`config.mk`:
```
export PLATFORM = sky130hd
export DESIGN_NAME = calc1_requester
export DESIGN_NICKNAME = d
export VERILOG_FILES = /design/src/rtl/calc1_pkg.sv /design/src/rtl/calc1_req_timer.sv /design/src/rtl/calc1_requester.sv
export SDC_FILE = /design/constraint.sdc
export NUM_CORES = 1
export LEC_CHECK = 0
export CAP_MARGIN = 20
export CORE_MARGIN = 10
export CORE_UTILIZATION = 61
export CTS_BUF_LIST = sky130_fd_sc_hd__clkbuf_16
export CTS_CLUSTER_DIAMETER = 40
export CTS_CLUSTER_SIZE = 30
export DETAILED_ROUTE_END_ITERATION = 8
export DONT_BUFFER_PORTS = 1
export GPL_TIMING_DRIVEN = 1
export PLACE_DENSITY = 0.84
export SLEW_MARGIN = 10
export SYNTH_ARGS = -nofsm -noshare
export SYNTH_HDL_FRONTEND = slang
export SYNTH_SLANG_ARGS = --single-unit
export TNS_END_PERCENT = 1
```
`constraint.sdc`:
```
create_clock -name c_clk -period 2.3 [get_ports c_clk]
set_input_delay 0.23 -clock c_clk [delete_from_list [all_inputs] [get_ports c_clk]]
set_output_delay 0.23 -clock c_clk [all_outputs]
set_load 0.02 [all_outputs]
```
`src/rtl/calc1_pkg.sv`:
```
// Shared calc1 command/response encodings, requester FSM states and response payload.
package calc1_pkg;

   localparam int unsigned CMD_W  = 4;
   localparam int unsigned DATA_W = 32;
   localparam int unsigned RSP_W  = 2;
   localparam int unsigned TMR_W  = 8;

   localparam logic [CMD_W-1:0] CMD_NOP = 4'd0;
   localparam logic [CMD_W-1:0] CMD_ADD = 4'd1;
   localparam logic [CMD_W-1:0] CMD_SUB = 4'd2;
   localparam logic [CMD_W-1:0] CMD_SHL = 4'd5;
   localparam logic [CMD_W-1:0] CMD_SHR = 4'd6;

   localparam logic [RSP_W-1:0] RSP_NONE = 2'd0;
   localparam logic [RSP_W-1:0] RSP_OK   = 2'd1;
   localparam logic [RSP_W-1:0] RSP_ERR  = 2'd2;
   localparam logic [RSP_W-1:0] RSP_TMO  = 2'd3;

   typedef enum logic [2:0] {
      IDLE,
      SEND_A,
      SEND_B,
      WAIT,
      DONE
   } calc1_state_t;

   typedef struct packed {
      logic [RSP_W-1:0]  code;
      logic [DATA_W-1:0] data;
   } calc1_rsp_t;

   // True for the commands calc1 actually implements.
   function automatic logic cmd_is_legal(input logic [CMD_W-1:0] cmd);
      return (cmd == CMD_ADD) || (cmd == CMD_SUB) || (cmd == CMD_SHL) || (cmd == CMD_SHR);
   endfunction

endpackage

```
`src/rtl/calc1_req_timer.sv`:
```
// WAIT-phase timeout counter: cleared on WAIT entry, counts WAIT cycles, flags the last allowed one.
module calc1_req_timer
   import calc1_pkg::*;
#(
   parameter int unsigned TIMEOUT_CYCLES = 64
) (
   input  logic c_clk,
   input  logic reset,
   input  logic clear,
   input  logic enable,
   output logic expire_c
);

   logic [TMR_W-1:0] count_q;

   always_ff @(posedge c_clk) begin
      if (reset) begin
         count_q <= '0;
      end else if (clear) begin
         count_q <= '0;
      end else if (enable) begin
         count_q <= count_q + TMR_W'(1);
      end
   end

   // count_q holds the number of completed WAIT cycles, so this marks WAIT cycle TIMEOUT_CYCLES.
   assign expire_c = enable && (count_q == TMR_W'(TIMEOUT_CYCLES - 1));

endmodule

```
`src/rtl/calc1_requester.sv`:
```
// Host-side requester for one calc1 port: sends cmd/a then b, waits for a response or timeout.
// Optional build macro CALC1_REQ_CMD_CHECK_EN rejects unsupported commands locally.
module calc1_requester
   import calc1_pkg::*;
#(
   parameter int unsigned TIMEOUT_CYCLES = 64
) (
   input  logic              c_clk,
   input  logic              reset,
   input  logic              op_valid,
   output logic              op_ready,
   input  logic [CMD_W-1:0]  op_cmd,
   input  logic [DATA_W-1:0] op_a,
   input  logic [DATA_W-1:0] op_b,
   output logic              rsp_valid,
   input  logic              rsp_ready,
   output logic [RSP_W-1:0]  rsp_code,
   output logic [DATA_W-1:0] rsp_data,
   output logic [0:3]        req_cmd_out,
   output logic [0:31]       req_data_out,
   input  logic [0:1]        out_resp,
   input  logic [0:31]       out_data
);

   calc1_state_t      state, state_nx;
   calc1_rsp_t        rsp_q, rsp_nx;
   logic              op_ready_nx;
   logic              rsp_valid_nx;
   logic [CMD_W-1:0]  req_cmd_nx;
   logic [DATA_W-1:0] req_data_nx;
   logic [DATA_W-1:0] b_q;
   logic              lat_en;
   logic              tmr_clear;
   logic              tmr_en;
   logic              expire_c;
   logic              cmd_ok_c;

`ifdef CALC1_REQ_CMD_CHECK_EN
   assign cmd_ok_c = cmd_is_legal(op_cmd);
`else
   assign cmd_ok_c = 1'b1;
`endif

   calc1_req_timer #(
      .TIMEOUT_CYCLES(TIMEOUT_CYCLES)
   ) u_timer (
      .c_clk    (c_clk),
      .reset    (reset),
      .clear    (tmr_clear),
      .enable   (tmr_en),
      .expire_c (expire_c)
   );

   // State and registered outputs.
   always_ff @(posedge c_clk) begin
      if (reset) begin
         state        <= IDLE;
         op_ready     <= 1'b0;
         rsp_valid    <= 1'b0;
         rsp_q        <= '0;
         req_cmd_out  <= '0;
         req_data_out <= '0;
         b_q          <= '0;
      end else begin
         state        <= state_nx;
         op_ready     <= op_ready_nx;
         rsp_valid    <= rsp_valid_nx;
         rsp_q        <= rsp_nx;
         req_cmd_out  <= req_cmd_nx;
         req_data_out <= req_data_nx;
         if (lat_en) begin
            b_q <= op_b;
         end
      end
   end

   // Next state and next register values; request port idles at zero.
   always_comb begin
      state_nx     = state;
      op_ready_nx  = 1'b0;
      rsp_valid_nx = rsp_valid;
      rsp_nx       = rsp_q;
      req_cmd_nx   = CMD_NOP;
      req_data_nx  = '0;
      lat_en       = 1'b0;
      tmr_clear    = 1'b0;
      tmr_en       = 1'b0;

      case (state)
         IDLE: begin
            if (op_valid && op_ready) begin
               lat_en = 1'b1;
               if (cmd_ok_c) begin
                  state_nx    = SEND_A;
                  req_cmd_nx  = op_cmd;
                  req_data_nx = op_a;
               end else begin
                  state_nx     = DONE;
                  rsp_valid_nx = 1'b1;
                  rsp_nx.code  = RSP_TMO;
                  rsp_nx.data  = '0;
               end
            end else begin
               op_ready_nx = 1'b1;
            end
         end

         SEND_A: begin
            state_nx    = SEND_B;
            req_data_nx = b_q;
         end

         SEND_B: begin
            state_nx  = WAIT;
            tmr_clear = 1'b1;
         end

         WAIT: begin
            tmr_en = 1'b1;
            // A real response in the expiring cycle takes priority over the timeout.
            if (out_resp != RSP_NONE) begin
               state_nx     = DONE;
               rsp_valid_nx = 1'b1;
               rsp_nx.code  = out_resp;
               rsp_nx.data  = (out_resp == RSP_OK) ? out_data : '0;
            end else if (expire_c) begin
               state_nx     = DONE;
               rsp_valid_nx = 1'b1;
               rsp_nx.code  = RSP_TMO;
               rsp_nx.data  = '0;
            end
         end

         DONE: begin
            if (rsp_valid && rsp_ready) begin
               state_nx     = IDLE;
               op_ready_nx  = 1'b1;
               rsp_valid_nx = 1'b0;
               rsp_nx       = '0;
            end
         end

         default: begin
            state_nx = IDLE;
         end
      endcase
   end

   assign rsp_code = rsp_q.code;
   assign rsp_data = rsp_q.data;

endmodule

```
==> flow_metrics.tcl <==
set metrics [dict create \
    fin_tns_setup_ns 0 \
    finalCriticalPeriod_ns 2.12 \
    drv_cap 0 \
    most-common-layout-cells "115 x sky130_fd_sc_hd__dfxtp_1, 83 x sky130_fd_sc_hd__dlygate4sd3_1, 70 x sky130_fd_sc_hd__nand2_1" \
    worst_path_largest_cell_delay_ns 0.55 \
    mapped_cells 410 \
    route.final.wire_length_um 13300 \
    largest_family_of_logic_cells_by_synthesized_area "compound AO/OA/AOI/OAI gates" \
    postLayoutCellArea_um2 5450 \
    worst_pin_slew_ns 1.07 \
    rr_worst_depth 6 \
    core_outline_area_um2 6390 \
    cts.path.max_buffers 2 \
    layout.core_utilization 0.853 \
    dr.first_iter.drc_count 283 \
    power_per_cell_area_nw_per_um2 927 \
    clock_tree_from_tritoncts "done" \
    clock_tree.root_cell "sky130_fd_sc_hd__clkbuf_16" \
    maxSlewHeadroom 0.288 \
    route.antenna.remaining_nets 0 \
    rsz0062_at_grt "false" \
    globalRouteTotalUtil 0.253 \
    min_path_cells 2 \
    synth.mux.area_fraction 0 \
    syn_avg_cell_area_um2 9.81 \
    insertion_delay_ns 0.39 \
    postCtsSetupRepairBufs 0 \
    routed_wire_length_per_instance_um 22.9 \
    yosys.area_share.xor_xnor 0.0152 \
    synthAdderAreaFrac 0.00311 \
    dr.pass1.iters 7 \
    via_count 3573 \
    yosys_warns 0 \
    first_global_vias 3720 \
    io-pin-count 178 \
    worst_setup_end_kind "flip-flop" \
    synth-compound-area-share 0.208 \
    port-buffer-count 0 \
    worst-endpoint-arrival_ns 2.40 \
    fin_crit_share 0.923 \
    setup_violators_final 0 \
    postSynthRegisterBits 115 \
    worst_setup_skew_after_layout_ns 0.00784 \
    grt_max_degree 65 \
    placed_instance_area_um2 4020 \
    post_synth_instance_area_um2 4020 \
    floorplan.die.width_um 101 \
    crit_path_cell_trace "nand3b_4 -> or3_1 -> buf_4 -> nand2_1 -> a21oi_1 -> dlygate4sd3_1" \
    timing.setup.critical_path_class "flip-flop to flip-flop" \
    detailedPlacementHpwl_um 7210 \
    clock_tree.htree_level_count 4 \
    design.die.area_um2 10200 \
    effective_utilization_at_floorplan 0.630 \
    final_common_cell "sky130_fd_sc_hd__dfxtp_1" \
    synth-seq-area-share 0.572 \
    number_of_fill_cells_in_the_layout 299 \
    via_per_inst 6.17 \
    critical_path.max_fanout 23 \
    cp_slowest_cell "sky130_fd_sc_hd__dlygate4sd3_1" \
    timing_hold_violations_final 0 \
    clock_sinks 115 \
    net_count_after_synthesis 517 \
    grt_pass1_wl_um 20300 \
    outcome "finished clean" \
    hold_class "input pin to flip-flop" \
    globalRoute.totalOverflow 0 \
    vdd_drop_max_mv 1.31 \
    cts-buffers-inserted 17 \
    layout.nets 595 \
    max_freq_mhz 471 \
    clk_pin_slew_worst_paths_ns 0.05 \
    final_layout_size_suffix_gt1_frac 0.0840 \
    placement_rows 29 \
    maxSlewViolCount 0 \
    worstPathRequired_ns 2.58 \
    place.gp.congestion 0.809 \
    hold_buffers 84 \
    post_cts_repair_resize_count 0 \
    grt_antenna_before_repair 1 \
    synthDistinctLibCells 40 \
    areaGrowthSynthToFinish_pct 35.4 \
    die_height_um 101 \
    power.leakage_uw 0.00205 \
    startpoint_type_of_the_worst_setup_path "flip-flop" \
    fraction_of_the_mapped_netlist_area_in_simple_logic_gates 0.155 \
    dr_drc_count 0 \
]
==> state kept, by name, indices dropped and copies added, names as in the netlist <==
signal and flops:
b_q 32, op_ready 1, u_timer.count_q 8, rsp_data 32, rsp_valid 1, req_data_out 32, rsp_code 2, state 3
req_cmd_out 4
==> metrics by stage <==
stage | cells | power [uW] | hold WS [ns] | worst slack (ns)
6_report | 579 | 5050 | 0.0147 | 0.176
5_1_grt | 578 | 5200 | 0.00321 | 0.0396
4_1_cts | 577 | 5020 | 0.000816 | 0.236
3_5_place_dp | 462 | 2410 | 0.307 | 0.361
3_3_place_gp | 462 | 2400 | 0.304 | 0.449
2_1_floorplan | 410 | 2380 | 0.363 | 0.606
==> metal layers <==
layer,global-route usage,wire length (um)
met5,0,0
met4,0.116,353
met3,0.125,1860
met2,0.418,6450
met1,0.265,4610
==> power by group <==
part	total [uW]	leakage (uW)	internal, uW	switching [uW]
Clock	2520	0.000270	1670	857
Combinational	385	0.000847	183	202
Sequential	2140	0.000931	2060	80.7
Total	5050	0.00205	3910	1140
==> worst max-delay path: cells and delay by family, from the launching register on <==
kind                   cells  cell delay (ns)
buffers and inverters      2             0.78
AND/OR/NAND/NOR            3             0.72
flip-flops                 1             0.41
AO/OA/AOI/OAI              1             0.08
==> cells by family after synthesis <==
| kind of cell | count (synthesis) |
|---|---|
| adders and majority gates | 1 |
| and+or+nand+nor | 137 |
| xor gates and xnor gates | 7 |
| buffers and inverters | 34 |
| DFF | 115 |
| AOI/OAI and AO/OA | 116 |
==> Yosys cell counts <==
library cell,n,area (um2)
sky130_fd_sc_hd__nor2_1,41,154
sky130_fd_sc_hd__nand2_1,70,263
sky130_fd_sc_hd__nand3b_2,1,11.3
sky130_fd_sc_hd__o2bb2ai_1,1,8.76
sky130_fd_sc_hd__nor3_4,1,16.3
sky130_fd_sc_hd__nand4_1,3,18.8
sky130_fd_sc_hd__a22o_1,32,280
sky130_fd_sc_hd__a41o_2,1,11.3
sky130_fd_sc_hd__a22o_2,1,10.0
sky130_fd_sc_hd__or3_1,3,18.8
sky130_fd_sc_hd__nand3_1,2,10.0
sky130_fd_sc_hd__o21a_1,2,15.0
sky130_fd_sc_hd__nand2b_1,3,18.8
sky130_fd_sc_hd__xor2_1,3,26.3
sky130_fd_sc_hd__a2111oi_0,1,8.76
sky130_fd_sc_hd__clkbuf_1,15,56.3
sky130_fd_sc_hd__and3b_1,1,8.76
sky130_fd_sc_hd__nor3b_1,5,37.5
sky130_fd_sc_hd__o2111ai_1,2,17.5
sky130_fd_sc_hd__a22oi_1,32,240
sky130_fd_sc_hd__nand3b_4,1,20.0
sky130_fd_sc_hd__buf_6,6,67.6
sky130_fd_sc_hd__a21oi_1,35,175
sky130_fd_sc_hd__nor4_2,1,12.5
sky130_fd_sc_hd__a211oi_1,1,7.51
sky130_fd_sc_hd__nor4bb_1,1,10.0
sky130_fd_sc_hd__dfxtp_1,115,2300
sky130_fd_sc_hd__a21oi_4,1,16.3
sky130_fd_sc_hd__inv_1,2,7.51
sky130_fd_sc_hd__ha_1,1,12.5
sky130_fd_sc_hd__buf_2,10,50.1
sky130_fd_sc_hd__nor3_1,2,10.0
sky130_fd_sc_hd__xnor2_1,4,35.0
sky130_fd_sc_hd__clkbuf_2,1,5.00
sky130_fd_sc_hd__a2111o_1,1,11.3
sky130_fd_sc_hd__o21ai_0,3,15.0
sky130_fd_sc_hd__a31oi_1,2,12.5
sky130_fd_sc_hd__a21o_1,1,7.51
sky130_fd_sc_hd__and2_2,1,7.51
sky130_fd_sc_hd__and3_1,1,6.26
==> layout make-up <==
type                            count  area [um2]  share of cell area
Clock buffer                       17         425              0.0781
Antenna cell                        2        5.00            0.000919
Multi-Input combinational cell    261        1550               0.284
Timing Repair Buffer               91         916               0.168
Clock inverter                     14         145              0.0267
Tap cell                           77        96.3              0.0177
Sequential cell                   115        2300               0.423
Inverter                            2        7.51             0.00138
==> path summary, 6_finish.rpt <==
path                           endpoint                  start  slack [ns]
max reg2reg         b_q[7]$_SDFFE_PP0P_  state[2]$_SDFFE_PP0P_        0.18
min          req_data_out[2]$_SDFF_PP0_               op_a[29]        0.01
max                 b_q[7]$_SDFFE_PP0P_  state[2]$_SDFFE_PP0P_        0.18
min reg2reg        b_q[26]$_SDFFE_PP0P_   b_q[26]$_SDFFE_PP0P_        0.46
Note: power is estimated with default switching activity, not from simulation.
